--- config.mk ---
export PLATFORM = sky130hd
export DESIGN_NAME = serial_add_seq_flat
export DESIGN_NICKNAME = d
export VERILOG_FILES = /design/src/rtl/serial_add_seq_if.sv /design/src/rtl/serial_add_seq.sv /design/src/flat_wrapper.sv
export SDC_FILE = /design/constraint.sdc
export NUM_CORES = 1
export LEC_CHECK = 0
export CELL_PAD_IN_SITES_DETAIL_PLACEMENT = 1
export CELL_PAD_IN_SITES_GLOBAL_PLACEMENT = 1
export CORE_MARGIN = 2
export CORE_UTILIZATION = 43
export DETAILED_ROUTE_END_ITERATION = 12
export PLACE_DENSITY = 0.87
export SLEW_MARGIN = 20
export SYNTH_ARGS = -nofsm -noshare
export SYNTH_HDL_FRONTEND = slang
export SYNTH_SLANG_ARGS = --single-unit
export TNS_END_PERCENT = 20
--- constraint.sdc ---
create_clock -name clk -period 9.5 [get_ports clk]
set_clock_uncertainty 0.15 [all_clocks]
set_input_delay 1.9 -clock clk [delete_from_list [all_inputs] [get_ports clk]]
set_output_delay 1.9 -clock clk [all_outputs]
set_load 0.05 [all_outputs]
--- src/rtl/serial_add_seq_if.sv ---
// Operand/result handshake bundle for the byte-serial adder.
// Ports: in_valid/in_ready + op_a/op_b/sub/cin (request), out_valid/out_ready + sum/cout/ovf (response).
// slave = adder side, master = operand source / result sink side.
interface serial_add_seq_if #(
    parameter int NBYTES = 4
);
    localparam int W = 8 * NBYTES;

    logic         in_valid;
    logic         in_ready;
    logic [W-1:0] op_a;
    logic [W-1:0] op_b;
    logic         sub;
    logic         cin;
    logic         out_valid;
    logic         out_ready;
    logic [W-1:0] sum;
    logic         cout;
    logic         ovf;

    modport slave (
        input  in_valid, op_a, op_b, sub, cin, out_ready,
        output in_ready, out_valid, sum, cout, ovf
    );

    modport master (
        output in_valid, op_a, op_b, sub, cin, out_ready,
        input  in_ready, out_valid, sum, cout, ovf
    );
endinterface

--- src/rtl/serial_add_seq.sv ---
// Byte-serial NBYTES-wide add/subtract through a single 8-bit slice, LSB byte first.
// Latency: accept at edge k -> out_valid after edge k+NBYTES; issue interval NBYTES+2.
// Backpressure: result held in DONE until out_ready; in_ready only in IDLE.
// Ports: clk, rst_n (async active-low), bus (slave modport of serial_add_seq_if).
module serial_add_seq #(
    parameter int NBYTES = 4
) (
    input  logic            clk,
    input  logic            rst_n,
    serial_add_seq_if.slave bus
);
    localparam int W  = 8 * NBYTES;
    localparam int IW = (NBYTES > 1) ? $clog2(NBYTES) : 1;
    localparam logic [IW-1:0] LAST = IW'(NBYTES - 1);

    typedef enum logic [1:0] {
        IDLE = 2'd0,
        RUN  = 2'd1,
        DONE = 2'd2
    } state_t;

    state_t        state;
    logic [IW-1:0] idx;
    logic [W-1:0]  a_reg;
    logic [W-1:0]  b_reg;      // already inverted for subtraction
    logic [W-1:0]  sum_reg;
    logic          carry;
    logic          cout_reg;
    logic          ovf_reg;

    logic [7:0]    a_byte;
    logic [7:0]    b_byte;
    logic [8:0]    slice;

    // Byte select: {idx,3'b000} is 8*idx without widening idx.
    assign a_byte = a_reg[{idx, 3'b000} +: 8];
    assign b_byte = b_reg[{idx, 3'b000} +: 8];
    assign slice  = {1'b0, a_byte} + {1'b0, b_byte} + {8'b0, carry};

    always_ff @(posedge clk or negedge rst_n) begin
        if (!rst_n) begin
            state    <= IDLE;
            idx      <= '0;
            a_reg    <= '0;
            b_reg    <= '0;
            sum_reg  <= '0;
            carry    <= 1'b0;
            cout_reg <= 1'b0;
            ovf_reg  <= 1'b0;
        end else begin
            case (state)
                IDLE: begin
                    if (bus.in_valid) begin
                        a_reg    <= bus.op_a;
                        b_reg    <= bus.sub ? ~bus.op_b : bus.op_b;
                        // Subtract is A + ~B + 1, so the carry-in is forced high.
                        carry    <= bus.sub | bus.cin;
                        idx      <= '0;
                        sum_reg  <= '0;
                        cout_reg <= 1'b0;
                        ovf_reg  <= 1'b0;
                        state    <= RUN;
                    end
                end
                RUN: begin
                    sum_reg[{idx, 3'b000} +: 8] <= slice[7:0];
                    carry <= slice[8];
                    if (idx == LAST) begin
                        cout_reg <= slice[8];
                        // Overflow: like-signed operands producing a differently-signed result.
                        ovf_reg  <= (a_reg[W-1] == b_reg[W-1]) && (slice[7] != a_reg[W-1]);
                        idx      <= '0;
                        state    <= DONE;
                    end else begin
                        idx <= idx + 1'b1;
                    end
                end
                DONE: begin
                    if (bus.out_ready) begin
                        state <= IDLE;
                    end
                end
                default: state <= IDLE;
            endcase
        end
    end

    assign bus.in_ready  = (state == IDLE);
    assign bus.out_valid = (state == DONE);
    assign bus.sum       = sum_reg;
    assign bus.cout      = cout_reg;
    assign bus.ovf       = ovf_reg;
endmodule
--- src/flat_wrapper.sv ---
// flat-port wrapper written by rule: the top's interface ports become plain ports
module serial_add_seq_flat 
#(
    parameter int NBYTES = 4
)
  (clk, rst_n, bus_in_valid, bus_op_a, bus_op_b, bus_sub, bus_cin, bus_out_ready, bus_in_ready, bus_out_valid, bus_sum, bus_cout, bus_ovf);
  serial_add_seq_if #(.NBYTES(NBYTES)) bus_i ();
  input  logic clk;
  input  logic rst_n;
  input wire logic [$bits(bus_i.in_valid)-1:0] bus_in_valid;
  input wire logic [$bits(bus_i.op_a)-1:0] bus_op_a;
  input wire logic [$bits(bus_i.op_b)-1:0] bus_op_b;
  input wire logic [$bits(bus_i.sub)-1:0] bus_sub;
  input wire logic [$bits(bus_i.cin)-1:0] bus_cin;
  input wire logic [$bits(bus_i.out_ready)-1:0] bus_out_ready;
  output wire logic [$bits(bus_i.in_ready)-1:0] bus_in_ready;
  output wire logic [$bits(bus_i.out_valid)-1:0] bus_out_valid;
  output wire logic [$bits(bus_i.sum)-1:0] bus_sum;
  output wire logic [$bits(bus_i.cout)-1:0] bus_cout;
  output wire logic [$bits(bus_i.ovf)-1:0] bus_ovf;
  assign bus_i.in_valid = bus_in_valid;
  assign bus_i.op_a = bus_op_a;
  assign bus_i.op_b = bus_op_b;
  assign bus_i.sub = bus_sub;
  assign bus_i.cin = bus_cin;
  assign bus_i.out_ready = bus_out_ready;
  assign bus_in_ready = bus_i.in_ready;
  assign bus_out_valid = bus_i.out_valid;
  assign bus_sum = bus_i.sum;
  assign bus_cout = bus_i.cout;
  assign bus_ovf = bus_i.ovf;
  serial_add_seq #(.NBYTES(NBYTES)) u_core (.clk(clk), .rst_n(rst_n), .bus(bus_i));
endmodule
## Yosys cells after proc, flatten, opt, wreduce, memory -nomap -nowiden

Cells that the tools add are included.

- Register bits after elaboration: 103
- Bits of input ports: 70
- Word-level logic and storage cells: 51

- Add/subtract/negate cells: 4
- Equal/unequal tests: 8
- Shifts and indexed selects: 4
- Muxes and demuxes: 18
- Bitwise operators: 2
- Reduce and logical (&&, ||, !) cells: 7

Operators by type and width:

| operator | number |
|---|---|
| $mux W32 | 2 |
| $pmux W32 S2 | 1 |
| $shiftx A32 B6 Y8 | 2 |
| $bwmux W32 | 1 |
| $not A32 Y32 | 1 |
| $shift A8 B7 Y32 const A | 1 |
| $shiftx A8 B7 Y32 | 1 |
| $mux W2 | 5 |
| $add A8 B8 Y9 | 1 |
| $add A9 B1 Y9 | 1 |
| $neg A5 Y7 | 1 |
| $pmux W1 S2 | 3 |
| $pmux W2 S3 | 1 |
| $reduce_and A3 Y1 | 2 |
| $eq A2 B2 Y1 const B | 2 |
| $mux W1 | 4 |
| $ne A2 B2 Y1 const B | 2 |
| $pmux W2 S2 | 1 |
| $reduce_and A2 Y1 | 2 |
| $add A2 B1 Y2 const B | 1 |
| $eq A2 B1 Y1 const B | 1 |
| $logic_not A2 Y1 | 1 |
| $ne A2 B1 Y1 const B | 1 |
| $reduce_bool A2 Y1 | 1 |
| 4 further kinds | 4 |

## Logic depth before layout (Yosys ltp)

Gate-level depths: netlist of the first run.

- Depth in word-level cells: 7
- Gate-level depth with buffers: 10

## Least setup slack after synthesis of the first run

No wires, ideal clock.

- Path kind: register to output
- Start point: register u_core.state[1]
- End point: output bus_in_ready
- Data arrival time: 1.103 ns
- Required time: 7.450 ns
- Setup slack: 6.347 ns
- Cell stages (with the launch flop): 2
- Buffers on the path: 0
- Cells stage by stage: dfrtp_1 > nor2_1

- Cells in the longest elaborated chain, start to end: 1

RTL lines:

| element | line | text |
|---|---|---|
| start: declaration | serial_add_seq.sv:22 | `state_t state;` |
| start signal: assignment | serial_add_seq.sv:42 | `state <= IDLE;` |
| start signal: assignment | serial_add_seq.sv:62 | `state <= RUN;` |
| start signal: assignment | serial_add_seq.sv:73 | `state <= DONE;` |
| $logic_not A2 Y1 | serial_add_seq.sv:88 | `assign bus.in_ready = (state == IDLE);` |
| end: declaration | flat_wrapper.sv:16 | `output wire logic [$bits(bus_i.in_ready)-1:0] bus_in_ready;` |

No other way between the ends.

## Worst setup path after layout of the first run

Same ends and word-level chain as after synthesis.

==> impl_metrics.env, run 1 <==
export IMPL_synth_ff_type="dfrtp_1"
export IMPL_dpl_cell_count=690
export IMPL_synth_commonest_cells="nand2_1 (138), dfrtp_1 (103), o21ai_0 (41), xnor2_1 (35), a22o_1 (26)"
export IMPL_avgSynthCellArea_um2=10.7
export IMPL_hpwl_um=9630
export IMPL_powerDensity_nw_per_um2=395
export IMPL_initial_utilization=0.437
export IMPL_hp_class="reg -> reg"
export IMPL_die_area_um2=12400
export IMPL_grt_ovfl_total=0
export IMPL_cp_arrival_ns=1.80
export IMPL_yosysUniqueCellTypes=43
export IMPL_drive_above_1_share=0.0854
export IMPL_worstSetupPathType="reg -> out"
export IMPL_grt_first_pass_wirelength_um=21800
export IMPL_run_status="completed"
export IMPL_ys_ff_latch=103
export IMPL_finalNonFillerCells=705
export IMPL_clock_latency_ns=0.34
export IMPL_min_period_ns=3.85
export IMPL_cts_resized=0
export IMPL_n_antenna_cell=0
export IMPL_synth_edff_count=0
export IMPL_area_delta_synth_final_pct=28.9
export IMPL_ant_nets=0
export IMPL_critPathRequiredTime_ns=7.45
export IMPL_yosys_warnings=0
export IMPL_clk_path_buf_depth=2
export IMPL_grt_usage=0.220
export IMPL_clkSinkCount=103
export IMPL_firstDrtPassIters=4
export IMPL_grt_max_degree=100
export IMPL_min_period_over_period=0.405
export IMPL_multi_input_area_um2=2220
export IMPL_leakage_nw=2.83
export IMPL_worstSetupStartpointType="flop"
export IMPL_synth_area_top_cells="dfrtp_1 (52%), nand2_1 (10%), mux4_2 (7.3%), xnor2_1 (6.2%), a22o_1 (4.6%)"
export IMPL_yosysSeqAreaShare=0.521
export IMPL_cts_buffers=9
export IMPL_rsz0062_at_grt="false"
export IMPL_post_cts_buffers=0
export IMPL_die_h_um=111
export IMPL_final_hold_viol_count=0
export IMPL_fin_tns_setup_ns=0
export IMPL_vias=3803
export IMPL_worst_pin_slew_ns=0.852
export IMPL_antenna_found_initial=0
export IMPL_coreArea_um2=11300
export IMPL_syn_nets=545
export IMPL_yosys_area_top_type="dfrtp_1"
export IMPL_synth_most_common_cell="nand2_1"
export IMPL_viasPerCell=5.39
export IMPL_cp_end_kind="primary output"
export IMPL_path_clk_slew_ns=0.07
export IMPL_fmaxAchievable_mhz=260
export IMPL_reg2reg_depth=10
export IMPL_first_global_vias=4212
export IMPL_cts_root_buf="clkbuf_16"
export IMPL_setup_violations=0
export IMPL_htreeDepth=3
export IMPL_die_width_um=111
export IMPL_async_flop_share=1.00
export IMPL_crit_fanout=5
export IMPL_drc=0
export IMPL_fin_nets=641
export IMPL_netlist_instances=462
export IMPL_wl_um=13000
export IMPL_slew_headroom=0.428
export IMPL_cts_hold_buf=0
export IMPL_rows=39
export IMPL_drv_slew=0
export IMPL_cts_tree="done"
export IMPL_max_vdd_ir_drop_v=0.000184
export IMPL_yosys_area_top_type_share=0.521
export IMPL_maxCapViolCount=0
export IMPL_drtIter0Drc=169
export IMPL_seq_area_um2=2580
export IMPL_numPortBuffers=105
export IMPL_wire_per_inst_um=18.4
export IMPL_synthesis_area_um2=4940
export IMPL_io_pins=106
export IMPL_num_fill_cells=1223
export IMPL_routabilityCongestion=0.847
export IMPL_hold_depth=2
-- metal layers --
layer  share of wire  up-vias  global-route usage  routed length, µm
li1                -     1768                   -                  -
met2            0.53      107               0.400               6810
met4           0.015        0              0.0593                191
met1            0.42     1913               0.273               5430
met3           0.041       15              0.0323                534
met5               0        -                   0                  0
-- report_power, final --
part	switching (W)	total (W)	internal (W)
registers	0.000122	0.000747	0.000625
clock network	0.000160	0.000345	0.000185
logic	0.000876	0.00143	0.000550
-- logic make-up (layout without fill, tap and decap cells) --
group,after synthesis,count (layout),synth area share
buffers and inverters,35,135,0.0299
DFF,103,103,0.521
AOI/OAI and AO/OA,96,96,0.130
muxes,18,18,0.0769
adders and majority gates,13,13,0.0359
xor gates and xnor gates,35,35,0.0620
and+or+nand+nor,162,162,0.144
-- critical path: stages, from the launching register on --
cell and delay [ns]:
dfrtp_1 0.41, nor2_1 0.21, clkdlybuf4s50_1 0.84
-- cell usage in the layout, fill, tap and decap left out, types with 5 or more instances in the layout --
master             n
a22o_1            26
xnor2_1           35
mux4_2            16
buf_4              6
nor2_1             5
dfrtp_1          103
inv_1             10
a21oi_1            8
o21ai_0           41
clkbuf_16          9
ha_1              11
clkdlybuf4s50_1  103
nand2_1          137
-- path summary, 6_finish.rpt --
check	startpoint	end	slack (ns)
worst max-delay path	u_core.state[1]$_DFFE_PN0P_	bus_in_ready	5.65
worst min-delay path	u_core.a_reg[2]$_DFFE_PN0P_	u_core.a_reg[2]$_DFFE_PN0P_	0.33
worst max register to register	u_core.idx[0]$_DFFE_PN0P_	u_core.bus.sum[6]$_DFFE_PN0P_	5.78
worst min register to register	u_core.a_reg[2]$_DFFE_PN0P_	u_core.a_reg[2]$_DFFE_PN0P_	0.33
max in group asynchronous	rst_n	u_core.a_reg[5]$_DFFE_PN0P_	6.61
min in group asynchronous	rst_n	u_core.bus.sum[21]$_DFFE_PN0P_	1.44
-- layout make-up --
type / count / share of cell area
timing repair buffer: 110 / 0.170
multi-input combinational: 324 / 0.349
clock buffer: 11 / 0.0381
tap: 143 / 0.0281
inverter: 10 / 0.00589
clock inverter: 4 / 0.00491
sequential: 103 / 0.405
-- metrics by stage --
stage	power [W]	hold slack (ns)	setup slack, ns	area (µm²)	util
detailed placement	0.00217	0.315	5.68	6100	0.538
global route	0.00270	0.359	5.56	6370	0.563
floorplan	0.00173	0.290	6.35	4940	-
CTS	0.00253	0.339	5.62	6370	0.563
finish	0.00252	0.328	5.65	6370	0.563
global placement	0.00208	0.302	5.78	6100	0.538
Power figures use the tool's default switching activity.
==> inputs of run 2 (changes only) <==
- CORE_UTILIZATION: 43 -> 36
- PLACE_DENSITY: 0.87 -> 0.78
- clock period: 9.5 -> 3.1 ns (I/O delays scaled with it)
==> impl_metrics.env, run 2 (synthesized netlist as in run 1, its figures left out) <==
export IMPL_run_status="completed"
export IMPL_die_h_um=121
export IMPL_min_period_over_period=0.965
export IMPL_fin_tns_setup_ns=0
export IMPL_path_cells="mux4_2 > fa_2 > inv_2 > fa_2 > nor2b_4 > o31a_1 > or4b_4 > nand3_2 > a22o_2"
export IMPL_critPathRequiredTime_ns=3.23
export IMPL_wl_um=13500
export IMPL_switching_share=0.461
export IMPL_vias=3845
export IMPL_finalNonFillerCells=743
export IMPL_crit_path_frequent_cell="fa_2"
export IMPL_crit_fanout=4
export IMPL_path_buf_inv=1
export IMPL_powerDensity_nw_per_um2=1230
export IMPL_path_clk_slew_ns=0.07
export IMPL_grt_ovfl_total=0
export IMPL_coreArea_um2=13300
export IMPL_firstDrtPassIters=4
export IMPL_io_pins=106
export IMPL_seqPwrFrac=0.287
export IMPL_dpl_cell_count=727
export IMPL_n_antenna_cell=0
export IMPL_grt_usage=0.195
export IMPL_antenna_found_initial=0
export IMPL_slew_headroom=0.427
export IMPL_worst_pin_slew_ns=0.853
export IMPL_worstSetupPathType="reg -> reg"
export IMPL_numPortBuffers=105
export IMPL_htreeDepth=3
export IMPL_p_comb_frac=0.577
export IMPL_grt_first_pass_wirelength_um=21800
export IMPL_clkPwrFrac=0.136
export IMPL_hpwl_um=10100
export IMPL_cp_arrival_ns=3.12
export IMPL_wire_per_inst_um=18.2
export IMPL_grt_max_degree=62
export IMPL_p_sw_w=0.00369
export IMPL_hp_class="in -> async"
export IMPL_rows=42
export IMPL_ant_nets=0
export IMPL_worstSetupStartpointType="flop"
export IMPL_drv_slew=0
export IMPL_cts_buffers=9
export IMPL_critPathLaunch="u_core.idx[0]$_DFFE_PN0P_"
export IMPL_fmaxAchievable_mhz=334
export IMPL_drtIter0Drc=195
export IMPL_holdWs_ns=0.143
export IMPL_area_delta_synth_final_pct=31.1
export IMPL_leakage_nw=2.86
export IMPL_cp_top_family="simple AND/OR/NAND/NOR gates"
export IMPL_p_int_w=0.00431
export IMPL_min_period_ns=2.99
export IMPL_cts_root_buf="clkbuf_16"
export IMPL_viasPerCell=5.17
export IMPL_cp_end_kind="flop"
export IMPL_clkSinkCount=103
export IMPL_drive_above_1_share=0.102
export IMPL_die_width_um=121
export IMPL_cts_hold_buf=0
export IMPL_reg2reg_from="u_core.idx[0]$_DFFE_PN0P_"
export IMPL_power_w=0.00800
export IMPL_maxCapViolCount=0
export IMPL_cp_slowest_stage_delay_ns=0.53
export IMPL_routabilityCongestion=0.873
export IMPL_cts_tree="done"
export IMPL_clk_path_buf_depth=2
export IMPL_clock_latency_ns=0.35
export IMPL_fin_nets=645
export IMPL_setup_violations=0
export IMPL_final_hold_viol_count=0
export IMPL_final_cell_mix="nand2_1 (137), clkdlybuf4s50_1 (103), dfrtp_1 (102)"
export IMPL_max_vdd_ir_drop_v=0.000485
export IMPL_first_global_vias=4162
export IMPL_drc=0
export IMPL_crit_slowest_cell="mux4_2"
export IMPL_mostFrequentLayoutCell="nand2_1"
export IMPL_rsz0062_at_grt="true"
export IMPL_initial_utilization=0.370
export IMPL_die_area_um2=14700
## run 2: per-layer routing
layer / global-route usage / routed length (µm)
met5: 0 / 0
met4: 0.0884 / 396
met2: 0.335 / 6960
met3: 0.0320 / 639
met1: 0.240 / 5520
## run 2: area by class of cell
| type | instances | area, µm² |
|---|---|---|
| Clock inverter | 5 | 42.5 |
| Tap cell | 176 | 220 |
| Clock buffer | 11 | 243 |
| Inverter | 10 | 37.5 |
| Fill cell | 1482 | 6870 |
| Sequential cell | 103 | 2580 |
| Timing Repair Buffer | 114 | 1130 |
| Multi-Input combinational cell | 324 | 2230 |
## run 2: per-stage QoR
| stage | cell area [µm²] | worst slack [ns] | utilization |
|---|---|---|---|
| 6_report | 6480 | 0.108 | 0.485 |
| 5_1_grt | 6480 | -0.00649 | 0.485 |
| 4_1_cts | 6470 | 0.0129 | 0.485 |
| 3_5_place_dp | 6180 | 0.00627 | 0.463 |
| 3_3_place_gp | 6180 | 0.101 | 0.463 |
| 2_1_floorplan | 4950 | 0.0128 | - |
## run 2: power groups by stage
stage / clock [W] / combinational [W] / sequential [W]
after floorplan: 0 / 0.00267 / 0.00265
after global placement: 0 / 0.00426 / 0.00228
after detailed placement: 0 / 0.00451 / 0.00232
after CTS: 0.00111 / 0.00458 / 0.00230
after global routing: 0.00118 / 0.00500 / 0.00236
final: 0.00109 / 0.00462 / 0.00230
## run 2: final timing paths
check	depth (start not counted)	endpoint	slack [ns]
max	9	u_core.bus.sum[14]$_DFFE_PN0P_	0.11
min reg2reg	2	u_core.a_reg[27]$_DFFE_PN0P_	0.33
max in group asynchronous	2	u_core.idx[0]$_DFFE_PN0P_	1.91
max reg2reg	9	u_core.bus.sum[14]$_DFFE_PN0P_	0.11
min	1	u_core.bus.sum[31]$_DFFE_PN0P_	0.14
min in group clk	2	u_core.a_reg[27]$_DFFE_PN0P_	0.33
## run 2: repair_timing
| action | in CTS | in global routing |
|---|---|---|
| resized for setup | 2 | 4 |
| pin swaps | 0 | 2 |
| setup endpoints to repair | 3 | 7 |
| buffers inserted | 0 | 0 |
